`config.mk`:
```
export PLATFORM = sky130hd
export DESIGN_NAME = scrambler_par
export DESIGN_NICKNAME = d
export VERILOG_FILES = /design/src/rtl/scrambler_pkg.sv /design/src/rtl/scrambler_step.sv /design/src/rtl/scrambler_par.sv
export SDC_FILE = /design/constraint.sdc
export NUM_CORES = 1
export LEC_CHECK = 0
export ABC_AREA = 1
export CORE_ASPECT_RATIO = 2
export CORE_UTILIZATION = 51
export DETAILED_ROUTE_END_ITERATION = 8
export GPL_ROUTABILITY_DRIVEN = 0
export PLACE_DENSITY = 0.77
export SLEW_MARGIN = 30
export SYNTH_ARGS = -nofsm -noshare
export SYNTH_HDL_FRONTEND = slang
export SYNTH_SLANG_ARGS = --single-unit
```
`constraint.sdc`:
```
create_clock -name iClk -period 1.9 [get_ports iClk]
set_input_delay 0.57 -clock iClk [delete_from_list [all_inputs] [get_ports iClk]]
set_output_delay 0.57 -clock iClk [all_outputs]
set_load 0.03 [all_outputs]
```
`src/rtl/scrambler_pkg.sv`:
```
// Shared types and defaults for the parallel 802.11a-style scrambler/descrambler.
// Pulled in by scrambler_par and scrambler_step.
package scrambler_pkg;

  localparam int unsigned LFSR_LEN_DEF = 7;
  localparam int unsigned TAP_A_DEF    = 7;
  localparam int unsigned TAP_B_DEF    = 4;

  localparam logic MODE_TX = 1'b0;
  localparam logic MODE_RX = 1'b1;

  typedef enum logic [1:0] {
    IDLE    = 2'd0,
    RECOVER = 2'd1,
    RUN     = 2'd2
  } state_e;

endpackage

```
`src/rtl/scrambler_step.sv`:
```
// Combinational W-bit unroll of the LFSR step.
// Bits are handled in time order, with iData bit 0 first.
module scrambler_step
  import scrambler_pkg::*;
#(
  parameter int unsigned W        = 1,
  parameter int unsigned LFSR_LEN = LFSR_LEN_DEF,
  parameter int unsigned TAP_A    = TAP_A_DEF,
  parameter int unsigned TAP_B    = TAP_B_DEF,
  parameter int unsigned CW       = 3
) (
  input  logic [LFSR_LEN-1:0] lfsr_i,
  input  logic [W-1:0]        data_i,
  input  logic                recover_i,
  input  logic [CW-1:0]       cnt_i,
  output logic [LFSR_LEN-1:0] lfsr_o,
  output logic [CW-1:0]       cnt_o,
  output logic [W-1:0]        data_o,
  output logic                lock_o,
  output logic [LFSR_LEN-1:0] seed_o
);

  localparam logic [CW-1:0] CNT_FULL = CW'(LFSR_LEN);

  logic [LFSR_LEN-1:0] lfsr_v;
  logic [CW-1:0]       cnt_v;
  logic [W-1:0]        din_v;
  logic                ks;
  logic                bit_in;

  // Recover bits load the received bit as-is until the counter fills; the rest run the keystream.
  always_comb begin
    lfsr_v = lfsr_i;
    cnt_v  = cnt_i;
    data_o = '0;
    lock_o = 1'b0;
    seed_o = '0;
    ks     = 1'b0;
    bit_in = 1'b0;
    din_v  = '0;
    for (int unsigned i = 0; i < W; i++) begin
      din_v  = data_i >> i;
      bit_in = din_v[0];
      if (recover_i && (cnt_v < CNT_FULL)) begin
        lfsr_v = {lfsr_v[LFSR_LEN-2:0], bit_in};
        cnt_v  = cnt_v + CW'(1);
        if (cnt_v == CNT_FULL) begin
          lock_o = 1'b1;
          seed_o = lfsr_v;
        end
      end else begin
        ks     = lfsr_v[TAP_A-1] ^ lfsr_v[TAP_B-1];
        data_o = data_o | (W'(bit_in ^ ks) << i);
        lfsr_v = {lfsr_v[LFSR_LEN-2:0], ks};
      end
    end
    lfsr_o = lfsr_v;
    cnt_o  = cnt_v;
  end

endmodule

```
`src/rtl/scrambler_par.sv`:
```
// Frame-synchronous W-bit-per-beat scrambler (TX) / self-synchronising seed-recovery descrambler (RX).
// Contains the frame FSM, the valid/ready handshake and the registered output stage.
module scrambler_par
  import scrambler_pkg::*;
#(
  parameter int unsigned W        = 1,
  parameter int unsigned LFSR_LEN = LFSR_LEN_DEF,
  parameter int unsigned TAP_A    = TAP_A_DEF,
  parameter int unsigned TAP_B    = TAP_B_DEF
) (
  input  logic                iClk,
  input  logic                iRst_n,
  input  logic                iMode,
  input  logic [LFSR_LEN-1:0] iState,
  input  logic [W-1:0]        iData,
  input  logic                iFirst,
  input  logic                iLast,
  input  logic                iValid,
  output logic                oReady,
  output logic [W-1:0]        oData,
  output logic                oValid,
  input  logic                iReady,
  output logic                oLocked,
  output logic [LFSR_LEN-1:0] oSeed
);

  localparam int unsigned CW = $clog2(LFSR_LEN + 1);

  state_e              state_q, state_d;
  logic [LFSR_LEN-1:0] lfsr_q, lfsr_d;
  logic [CW-1:0]       cnt_q, cnt_d;
  logic [W-1:0]        data_q, data_d;
  logic                valid_q, valid_d;
  logic                locked_q, locked_d;
  logic [LFSR_LEN-1:0] seed_q, seed_d;

  logic                accept;
  logic                is_tx;
  logic [LFSR_LEN-1:0] step_lfsr;
  logic [CW-1:0]       step_cnt;
  logic                step_rec;
  logic [LFSR_LEN-1:0] step_lfsr_nx;
  logic [CW-1:0]       step_cnt_nx;
  logic [W-1:0]        step_data;
  logic                step_lock;
  logic [LFSR_LEN-1:0] step_seed;

  assign oReady  = !valid_q || iReady;
  assign accept  = iValid && oReady;
  assign is_tx   = (iMode == MODE_TX);
  assign oData   = data_q;
  assign oValid  = valid_q;
  assign oLocked = locked_q;
  assign oSeed   = seed_q;

  // A first beat restarts from a fresh seed (TX) or an empty recovery register (RX), whatever state we are in.
  always_comb begin
    step_lfsr = lfsr_q;
    step_cnt  = cnt_q;
    step_rec  = (state_q == RECOVER);
    if (iFirst) begin
      step_cnt = '0;
      if (is_tx) begin
        step_lfsr = iState;
        step_rec  = 1'b0;
      end else begin
        step_lfsr = '0;
        step_rec  = (iMode == MODE_RX);
      end
    end
  end

  scrambler_step #(
    .W        (W),
    .LFSR_LEN (LFSR_LEN),
    .TAP_A    (TAP_A),
    .TAP_B    (TAP_B),
    .CW       (CW)
  ) u_step (
    .lfsr_i    (step_lfsr),
    .data_i    (iData),
    .recover_i (step_rec),
    .cnt_i     (step_cnt),
    .lfsr_o    (step_lfsr_nx),
    .cnt_o     (step_cnt_nx),
    .data_o    (step_data),
    .lock_o    (step_lock),
    .seed_o    (step_seed)
  );

  // Next-state and output-register logic; an accepted beat in IDLE without iFirst is silently dropped.
  always_comb begin
    state_d  = state_q;
    lfsr_d   = lfsr_q;
    cnt_d    = cnt_q;
    data_d   = data_q;
    valid_d  = valid_q && !iReady;
    locked_d = locked_q;
    seed_d   = seed_q;
    if (accept && (iFirst || (state_q != IDLE))) begin
      lfsr_d  = step_lfsr_nx;
      cnt_d   = step_cnt_nx;
      data_d  = step_data;
      valid_d = 1'b1;
      state_d = step_rec ? RECOVER : RUN;
      if (iFirst) begin
        locked_d = is_tx;
        seed_d   = is_tx ? iState : '0;
      end
      if (step_lock) begin
        locked_d = 1'b1;
        seed_d   = step_seed;
        state_d  = RUN;
      end
      if (iLast) begin
        state_d = IDLE;
      end
    end
  end

  always_ff @(posedge iClk or negedge iRst_n) begin
    if (!iRst_n) begin
      state_q  <= IDLE;
      lfsr_q   <= '0;
      cnt_q    <= '0;
      data_q   <= '0;
      valid_q  <= 1'b0;
      locked_q <= 1'b0;
      seed_q   <= '0;
    end else begin
      state_q  <= state_d;
      lfsr_q   <= lfsr_d;
      cnt_q    <= cnt_d;
      data_q   <= data_d;
      valid_q  <= valid_d;
      locked_q <= locked_d;
      seed_q   <= seed_d;
    end
  end

endmodule

```
* After elaboration in Yosys (flattened, before gate mapping)
Cells that the tools add are included.
** Cells by class
- Add/sub/neg operators :: 1
- Magnitude comparators :: 1
- Eq/ne operators :: 2
- Mux-type cells :: 20
- Bitwise gates (word level) :: 3
- Reduce and logical (&&, ||, !) cells :: 11
** Operators with widths (number)
- 2-to-1 mux 7 bit :: 6
- 2-to-1 mux 1 bit :: 9
- 2-to-1 mux 2 bit :: 3
- 2-to-1 mux 3 bit :: 2
- logical AND 1 bit :: 4
- nonzero test 2 bit :: 2
- adder 3 x 1 -> 3 bit, second input constant :: 1
- equality test 3 bit, second input constant :: 1
- less-than comparator 3 bit, second input constant :: 1
- equality test 2 x 1 -> 1 bit, second input constant :: 1
- zero test 1 bit :: 2
- logical OR 1 bit :: 2
- AND reduction 2 bit :: 1
- bitwise XOR 1 bit :: 2
- inverter 1 bit :: 1
** Storage, ports and cells
- Register bits after elaboration :: 22
- Output and inout bits :: 11

* Depth between registers and ports, before layout
Gate-level depths: netlist (run 1).
- Depth after elaboration :: 7
- Gate-level depth with buffers :: 14

* Hierarchy
Synthesis (run 1) repeated with hierarchy kept, for this count alone.
** Unflattened totals
- Cells, all modules :: 207
- Area, all modules :: 1422.6 um^2
** By module, submodules not included
- scrambler_par :: times used 1, cells an instance 151, area an instance 1123.6 um^2, sequential area each 550.5 um^2
- scrambler_step :: times used 1, cells an instance 56, area an instance 299.0 um^2, sequential area each 0.0 um^2

* Worst setup path after synthesis (run 1)
No wires, ideal clock.
- Path kind :: input -> register
- From :: input port iFirst
- To :: register seed_q[0], in the netlist oSeed[0]
- Library setup time :: 0.065 ns
- Arrival time :: 1.748 ns
- Setup slack :: 0.087 ns
- Stages :: 11
- Path buffers :: 1
- Cell sequence :: buf_6 > nor2_1 > ha_1 > inv_1 > nand2_4 > nand3_4 > nor2_8 > nor2_4 > nor2_8 > nand2_1 > nand2_1
** Between the ends
- Cells in the longest elaborated chain, start to end :: 7
- Elaborated cells between the ends (all ways) :: 15
- Those cells by class :: 1 x add/sub; 1 x order compare; 1 x eq/ne; 7 x mux; 5 x reduce/logical
** Ends and longest elaborated chain
- start, declared :: line scrambler_par.sv:16 : input logic iFirst,
- 2-to-1 mux 3 bit :: line scrambler_par.sv:61 : if (iFirst) begin
- adder 3 x 1 -> 3 bit :: line scrambler_step.sv:46 : cnt_v = cnt_v + CW'(1);
- equality test 3 bit :: line scrambler_step.sv:47 : if (cnt_v == CNT_FULL) begin
- 2-to-1 mux 1 bit :: line scrambler_step.sv:47
- 2-to-1 mux 1 bit :: line scrambler_step.sv:44 : if (recover_i && (cnt_v < CNT_FULL)) begin
- nonzero test 2 bit (no source line)
- AND reduction 2 bit (no source line)
- end signal, assigned :: line scrambler_par.sv:129 : seed_q <= '0;
- end signal, assigned :: line scrambler_par.sv:137 : seed_q <= seed_d;
- end, declared :: line scrambler_par.sv:35 : logic [LFSR_LEN-1:0] seed_q, seed_d;
Several ways; a longest one is shown, not always the timed one.
A chain may end at the register's enable or synchronous reset.

* Worst setup path after layout (run 1)
- From :: register seed_q[2], in the netlist oSeed[2]
- To :: output port oSeed[2]
** RTL lines
- end, declared :: line scrambler_par.sv:24 : output logic [LFSR_LEN-1:0] oSeed
No word-level cell between the ends.

==> reports/metrics.yaml, run 1 <==
status: "finished clean"
grt_max_degree: 23
cts-buffers-inserted: 3
drive_above_1_share_pct: 19.2
fin_util_pct: 73.1
finalNetCount: 258
max_freq_mhz: 539
cts_htree_levels: 1
end_kind: "output pin"
routed_wl_mm: 3.67
p_per_area_nw_per_um2: 1050
grt_use_total_pct: 27.9
routedWlPerCell_um: 13.7
syn_to_final_growth_pct: 35.5
hold_viol: 0
maxCapViolCount: 0
core_area_sq_um: 2570
die_width_um: 38.9
leakagePower_nw: 1.10
max-clock-path-buffers: 2
worst_hold_path_type: "reg2reg"
netlist_area_sq_um: 1390
finalClockSkew_ns: 0.00227
setup_viol: 0
start_util_pct: 53.9
rows: 26
min_period_ns: 1.85
cp_slowest_cell: "clkdlybuf4s50_1"
drc: 0
ir_drop_uv: 857
fin_crit_sh_pct: 97.6
die_area_sq_um: 2940
slew_viol_final: 0
tritoncts: "built"
worst_path_largest_cell_delay_ns: 0.67
cts_root_buffer: "clkbuf_8"
viasPerCell: 5.14
die_height_um: 75.7
worst-path-buf-inv: 1
ant_nets: 0
antenna_found_initial: 0
cts_sinks: 22
antenna_cells: 0
port_buffers: 25
crit_type: "reg2out"
slew_headroom_pct: 77.8
drtPass1Iterations: 4
syn-num-nets: 210
hold_buffers: 0
cp_top_family: "buffers and inverters"
num_io_pins: 26
grt_overflow: 0
start_kind: "register"
netlist_instances: 193
yosysSeqAreaShare_pct: 39.7
final.setup.tns_ns: 0
clkLatencyLatePin_ns: 0.26
ys_warn_count: 0
worst_pin_slew_ns: 0.333
drt_iter0_drc: 48
synth.avg_cell_area_sq_um: 7.18
cp_cell_sequence: "clkdlybuf4s50_1"
place_hpwl_mm: 2.74
clk_pin_slew_ns: 0.08
ys_types: 24
cp.required_ns: 1.33
grt_pass1_wl_mm: 5.84
grt_pass1_vias: 1454
cp.arrival_ns: 1.28
cp_max_fo: 2
ys_ff_latch: 22
num_vias: 1377
## final timing paths
path | start | to | slack [ns] | depth (start not counted)
hold / removal | oLocked$_DFFE_PN0P_ | oLocked$_DFFE_PN0P_ | 0.48 | 2
setup reg to reg | cnt_q[1]$_DFFE_PN0P_ | oSeed[5]$_DFFE_PN0P_ | 0.23 | 12
setup / recovery | oSeed[2]$_DFFE_PN0P_ | oSeed[2] | 0.05 | 1
min in group asynchronous | iRst_n | oLocked$_DFFE_PN0P_ | 0.66 | 2
hold reg to reg | oLocked$_DFFE_PN0P_ | oLocked$_DFFE_PN0P_ | 0.48 | 2
max in group asynchronous | iRst_n | lfsr_q[3]$_DFFE_PN0P_ | 1.02 | 2
## flip-flops by register name, indices dropped and copies added, names as in the netlist
register  flops
lfsr_q        7
oSeed         7
cnt_q         3
state_q       2
oData         1
oLocked       1
oValid        1
## repair_timing
action                     in CTS  in global routing
resized for setup               2                 10
setup endpoints to repair      21                 16
setup buffers                   0                  1
pin swaps                       0                  2
## per-layer routing
layer / vias up / wire (um) / GRT usage, %
li1: 687 / - / -
met2: 38 / 2140 / 55.9
met5: - / 0 / 0
met1: 642 / 1350 / 25.4
met4: 0 / 97 / 13.4
met3: 10 / 88 / 2.62
## cell usage in the layout, fill, tap and decap left out, drive strengths merged
cell / n
a21oi: 3
a31oi: 1
buf: 24
clkbuf: 5
clkdlybuf4s50: 18
dfrtp: 22
dlymetal6s2s: 5
ha: 2
inv: 24
nand2: 95
nand3: 11
nand4: 1
nor2: 13
o21ai: 15
o22ai: 1
## report_power, final
group / leakage (nW) / switching (W) / total (W) / internal [W]
Clock: 0.0288 / 0.000157 / 0.000342 / 0.000185
Sequential: 0.280 / 0.000108 / 0.000737 / 0.000629
Combinational: 0.796 / 0.000521 / 0.000892 / 0.000371
Total: 1.10 / 0.000786 / 0.00197 / 0.00118
## logic make-up (layout without fill, tap and decap cells)
kind of cell,count (synthesis),in the layout,synth area share (%)
adder cells (fa/ha/maj),2,2,1.80
buffers and inverters,29,76,9.93
flip-flops,22,22,39.7
AND/OR/NAND/NOR,120,120,40.3
AO/OA/AOI/OAI,20,20,8.21
## metrics by stage
| step | area [sq um] | std cells | worst slack, ns | hold WS [ns] | total power, W |
|---|---|---|---|---|---|
| 6_report | 1880 | 268 | 0.0462 | 0.480 | 0.00197 |
| 5_1_grt | 1880 | 268 | -0.0274 | 0.507 | 0.00210 |
| 4_1_cts | 1850 | 267 | 0.00138 | 0.482 | 0.00197 |
| 3_5_place_dp | 1790 | 263 | -0.537 | 0.464 | 0.00162 |
| 3_3_place_gp | 1790 | 263 | -0.450 | 0.462 | 0.00159 |
| 2_1_floorplan | 1390 | 193 | 0.0870 | 0.274 | 0.00127 |
## area by class of cell
class,instances,area (sq um)
sequential,22,551
timing repair buffer,48,432
tap,28,35.0
fill,211,692
clock buffer,4,55.1
multi-input combinational,142,708
inverter,24,97.6
## cells in the mapped netlist
master	count	area share [%]
nand2_1	89	24
dfrtp_1	22	40
inv_1	22	6.0
o21ai_0	11	4.0
nor2_1	10	2.7
nand3_1	8	2.9
a21oi_1	3	1.1
nand2_2	3	1.4
nand2_4	3	2.4
o21ai_1	3	1.1
buf_2	2	0.72
buf_6	2	1.6
ha_1	2	1.8
nand3_2	2	1.4
nor2_8	2	2.9
a31oi_1	1	0.45
buf_4	1	0.54
inv_2	1	0.27
inv_8	1	0.81
nand3_4	1	1.3
nand4_1	1	0.45
nor2_4	1	0.81
o21ai_4	1	1.2
o22ai_1	1	0.45
No activity file was read; power rests on OpenSTA's default activity.
==> inputs of run 2 (changes only) <==
ABC_AREA = unset   (was 1)
CORE_ASPECT_RATIO = unset   (was 2)
CORE_UTILIZATION = 49   (was 51)
PLACE_DENSITY = 0.76   (was 0.77)
==> reports/metrics.yaml, run 2 <==
synth-edff-count: 0  # unchanged
synth.avg_cell_area_sq_um: 9.59  # +34%
hold_viol: 0  # unchanged
min_period_ns: 1.88  # +0.0224 ns
cts_htree_levels: 1  # unchanged
antenna_cells: 0  # unchanged
num_io_pins: 26  # unchanged
worst_hold_path_type: "reg2reg"
ys.flop_type: "dfrtp_1"
leakagePower_nw: 0.847  # -23%
maxCapViolCount: 0  # unchanged
power_frac_comb_pct: 38.9  # -6.4 points
cp.required_ns: 2.10  # +0.77 ns
cp_max_fo: 5  # +3
layout_commonest_cell: "buf_4"
clk_pin_slew_ns: 0.11  # +0.03 ns
mostFrequentLayoutCells: "buf_4, dfrtp_1, nand2_1"
core_area_sq_um: 2280  # -11%
grt_max_degree: 23  # unchanged
yosysSeqAreaShare_pct: 45.5  # +5.8 points
fin_crit_sh_pct: 98.7  # +1.2 points
timing.rr.start: "cnt_q[1]$_DFFE_PN0P_"
cp.arrival_ns: 2.07  # +0.79 ns
crit_type: "in2reg"
holdPathEnd: "oData$_DFFE_PN0P_"
netlist_area_sq_um: 1210  # -13%
ys_ff_latch: 22  # unchanged
routed_wl_mm: 3.26  # -11%
ys_types: 36  # +50%
yosysMostFrequentCell: "dfrtp_1"
grt_overflow: 0  # unchanged
r2r-end: "oSeed[0]$_DFFE_PN0P_"
clockPowerShare_pct: 15.6  # -1.7 points
ys_warn_count: 0  # unchanged
end_kind: "register"
max_freq_mhz: 533  # -1.2%
rows: 17  # -35%
grt_use_total_pct: 27.2  # -0.71 points
instances_no_fill: 206  # -23%
async_flop_share_pct: 100  # unchanged
place_hpwl_mm: 2.43  # -11%
drive_above_1_share_pct: 28.1  # +8.9 points
r2r_cells: 7  # -5
drtPass1Iterations: 4  # unchanged
grt_pass1_vias: 1124  # -23%
max-clock-path-buffers: 2  # unchanged
die_width_um: 51.7  # +33%
setup_viol: 0  # unchanged
start_kind: "input pin"
finalNetCount: 197  # -24%
holdPathStages: 2  # unchanged
final.setup.tns_ns: 0  # unchanged
slew_headroom_pct: 78.5  # +0.70 points
status: "finished clean"
grt_pass1_wl_mm: 5.32  # -8.9%
p_sw_w: 0.000490  # -38%
finalClockSkew_ns: 0.00720  # +0.00493 ns
drc: 0  # unchanged
cts_root_buffer: "clkbuf_4"
intPower_w: 0.000882  # -26%
cts-buffers-inserted: 3  # unchanged
clkLatencyLatePin_ns: 0.31  # +0.05 ns
tritoncts: "built"
die_area_sq_um: 2670  # -9.3%
dpl.cell_count: 201  # -24%
routedWlPerCell_um: 15.8  # +16%
syn-num-nets: 143  # -32%
synth_top_area_cell: "dfrtp_1"
r2r_setup_slack_ns: 0.12  # -0.11 ns
rsz0062_at_grt: "true"
syn_to_final_growth_pct: 50.2
die_height_um: 51.7  # -32%
num_vias: 1174  # -15%
ant_nets: 0  # unchanged
port_buffers: 25  # unchanged
synth_top_cells_by_count: "dfrtp_1, nand2_1, a22o_1, nor2b_1, o21ai_0"
synth_top_area_share_pct: 45.5  # +5.8 points
start_util_pct: 53.1  # -0.84 points
synthTopCellsByArea: "dfrtp_1, nand2_1, a22o_1"
cts_sinks: 22  # unchanged
worst_pin_slew_ns: 0.322  # -0.0104 ns
viasPerCell: 5.70  # +11%
netSwitchingFraction_pct: 35.7  # -4.2 points
holdCritStartpoint: "oData$_DFFE_PN0P_"
drt_iter0_drc: 36  # -25%
netlist_instances: 126  # -35%
seq_power_share_pct: 45.5  # +8.1 points
ir_drop_uv: 651  # -24%
p_per_area_nw_per_um2: 756  # -28%
slew_viol_final: 0  # unchanged
antenna_found_initial: 0  # unchanged
-- run 2: how the worst max path moves through the flow --
stage                           from                    to  depth (start not counted)
floorplan                     iFirst  oSeed[5]$_DFFE_PN0P_                          9
global placement              iFirst  oSeed[5]$_DFFE_PN0P_                         10
detailed placement            iFirst  oSeed[0]$_DFFE_PN0P_                          8
CTS                 oValid$_DFF_PN0_                oValid                          1
global route                  iFirst  oSeed[2]$_DFFE_PN0P_                          8
finish                        iFirst  oSeed[0]$_DFFE_PN0P_                         11
-- run 2: what timing repair did --
action	4_1_cts	5_1_grt
hold buffers	0	0
gates resized for setup	20	3
pin swaps	2	1
buffers inserted	1	1
setup endpoints to repair	32	5
-- run 2: per-stage QoR --
stage          total power, W  hold WS [ns]  utilization (%)  instance area [sq um]  setup WS (ns)
6_report              0.00137         0.493             79.8                   1820         0.0238
5_1_grt               0.00145         0.513             79.8                   1820        -0.0684
4_1_cts               0.00137         0.499             78.3                   1780       0.000378
3_5_place_dp          0.00118         0.471             76.5                   1740         -0.629
3_3_place_gp          0.00116         0.463             76.5                   1740         -0.593
2_1_floorplan        0.000938         0.274                -                   1290        -0.0630
-- run 2: area by class of cell --
type                    instances  area, sq um
inverters                       5         26.3
fillers                       143          460
well taps                      28         35.0
clock buffers                   3         22.5
flip-flops and latches         22          551
multi-input cells              93          693
repair buffers                 55          488
-- run 2: cell families after synthesis --
group / share of synthesized area, %
flip-flops: 45.5
multiplexers: 4.24
XOR/XNOR: 2.17
adder cells (fa/ha/maj): 2.07
AO/OA/AOI/OAI: 25.1
AND/OR/NAND/NOR: 16.9
buffers and inverters: 4.04
-- run 2: metal layers --
layer | up-vias | wire [um] | track usage [%]
li1 | 571 | - | -
met1 | 553 | 1480 | 34.7
met2 | 44 | 1610 | 46.3
met3 | 6 | 145 | 4.09
met4 | 0 | 34 | 9.91
met5 | - | 0 | 0
-- run 2: critical path, stage by stage --
cell and delay (ns):
clkdlybuf4s15_2 0.18, buf_6 0.13, inv_8 0.03, nand2_4 0.06, inv_2 0.05, ha_4 0.16, and2_4 0.14, mux2_4 0.31
buf_12 0.14, a32oi_1 0.21, o2bb2ai_1 0.10
-- run 2: power by group through the flow --
| stage | Clock [W] | Sequential [W] | Combinational, W |
|---|---|---|---|
| floorplan | 0 | 0.000700 | 0.000238 |
| global placement | 0 | 0.000631 | 0.000532 |
| detailed placement | 0 | 0.000635 | 0.000544 |
| CTS | 0.000216 | 0.000625 | 0.000530 |
| global route | 0.000240 | 0.000638 | 0.000575 |
| finish | 0.000214 | 0.000624 | 0.000534 |
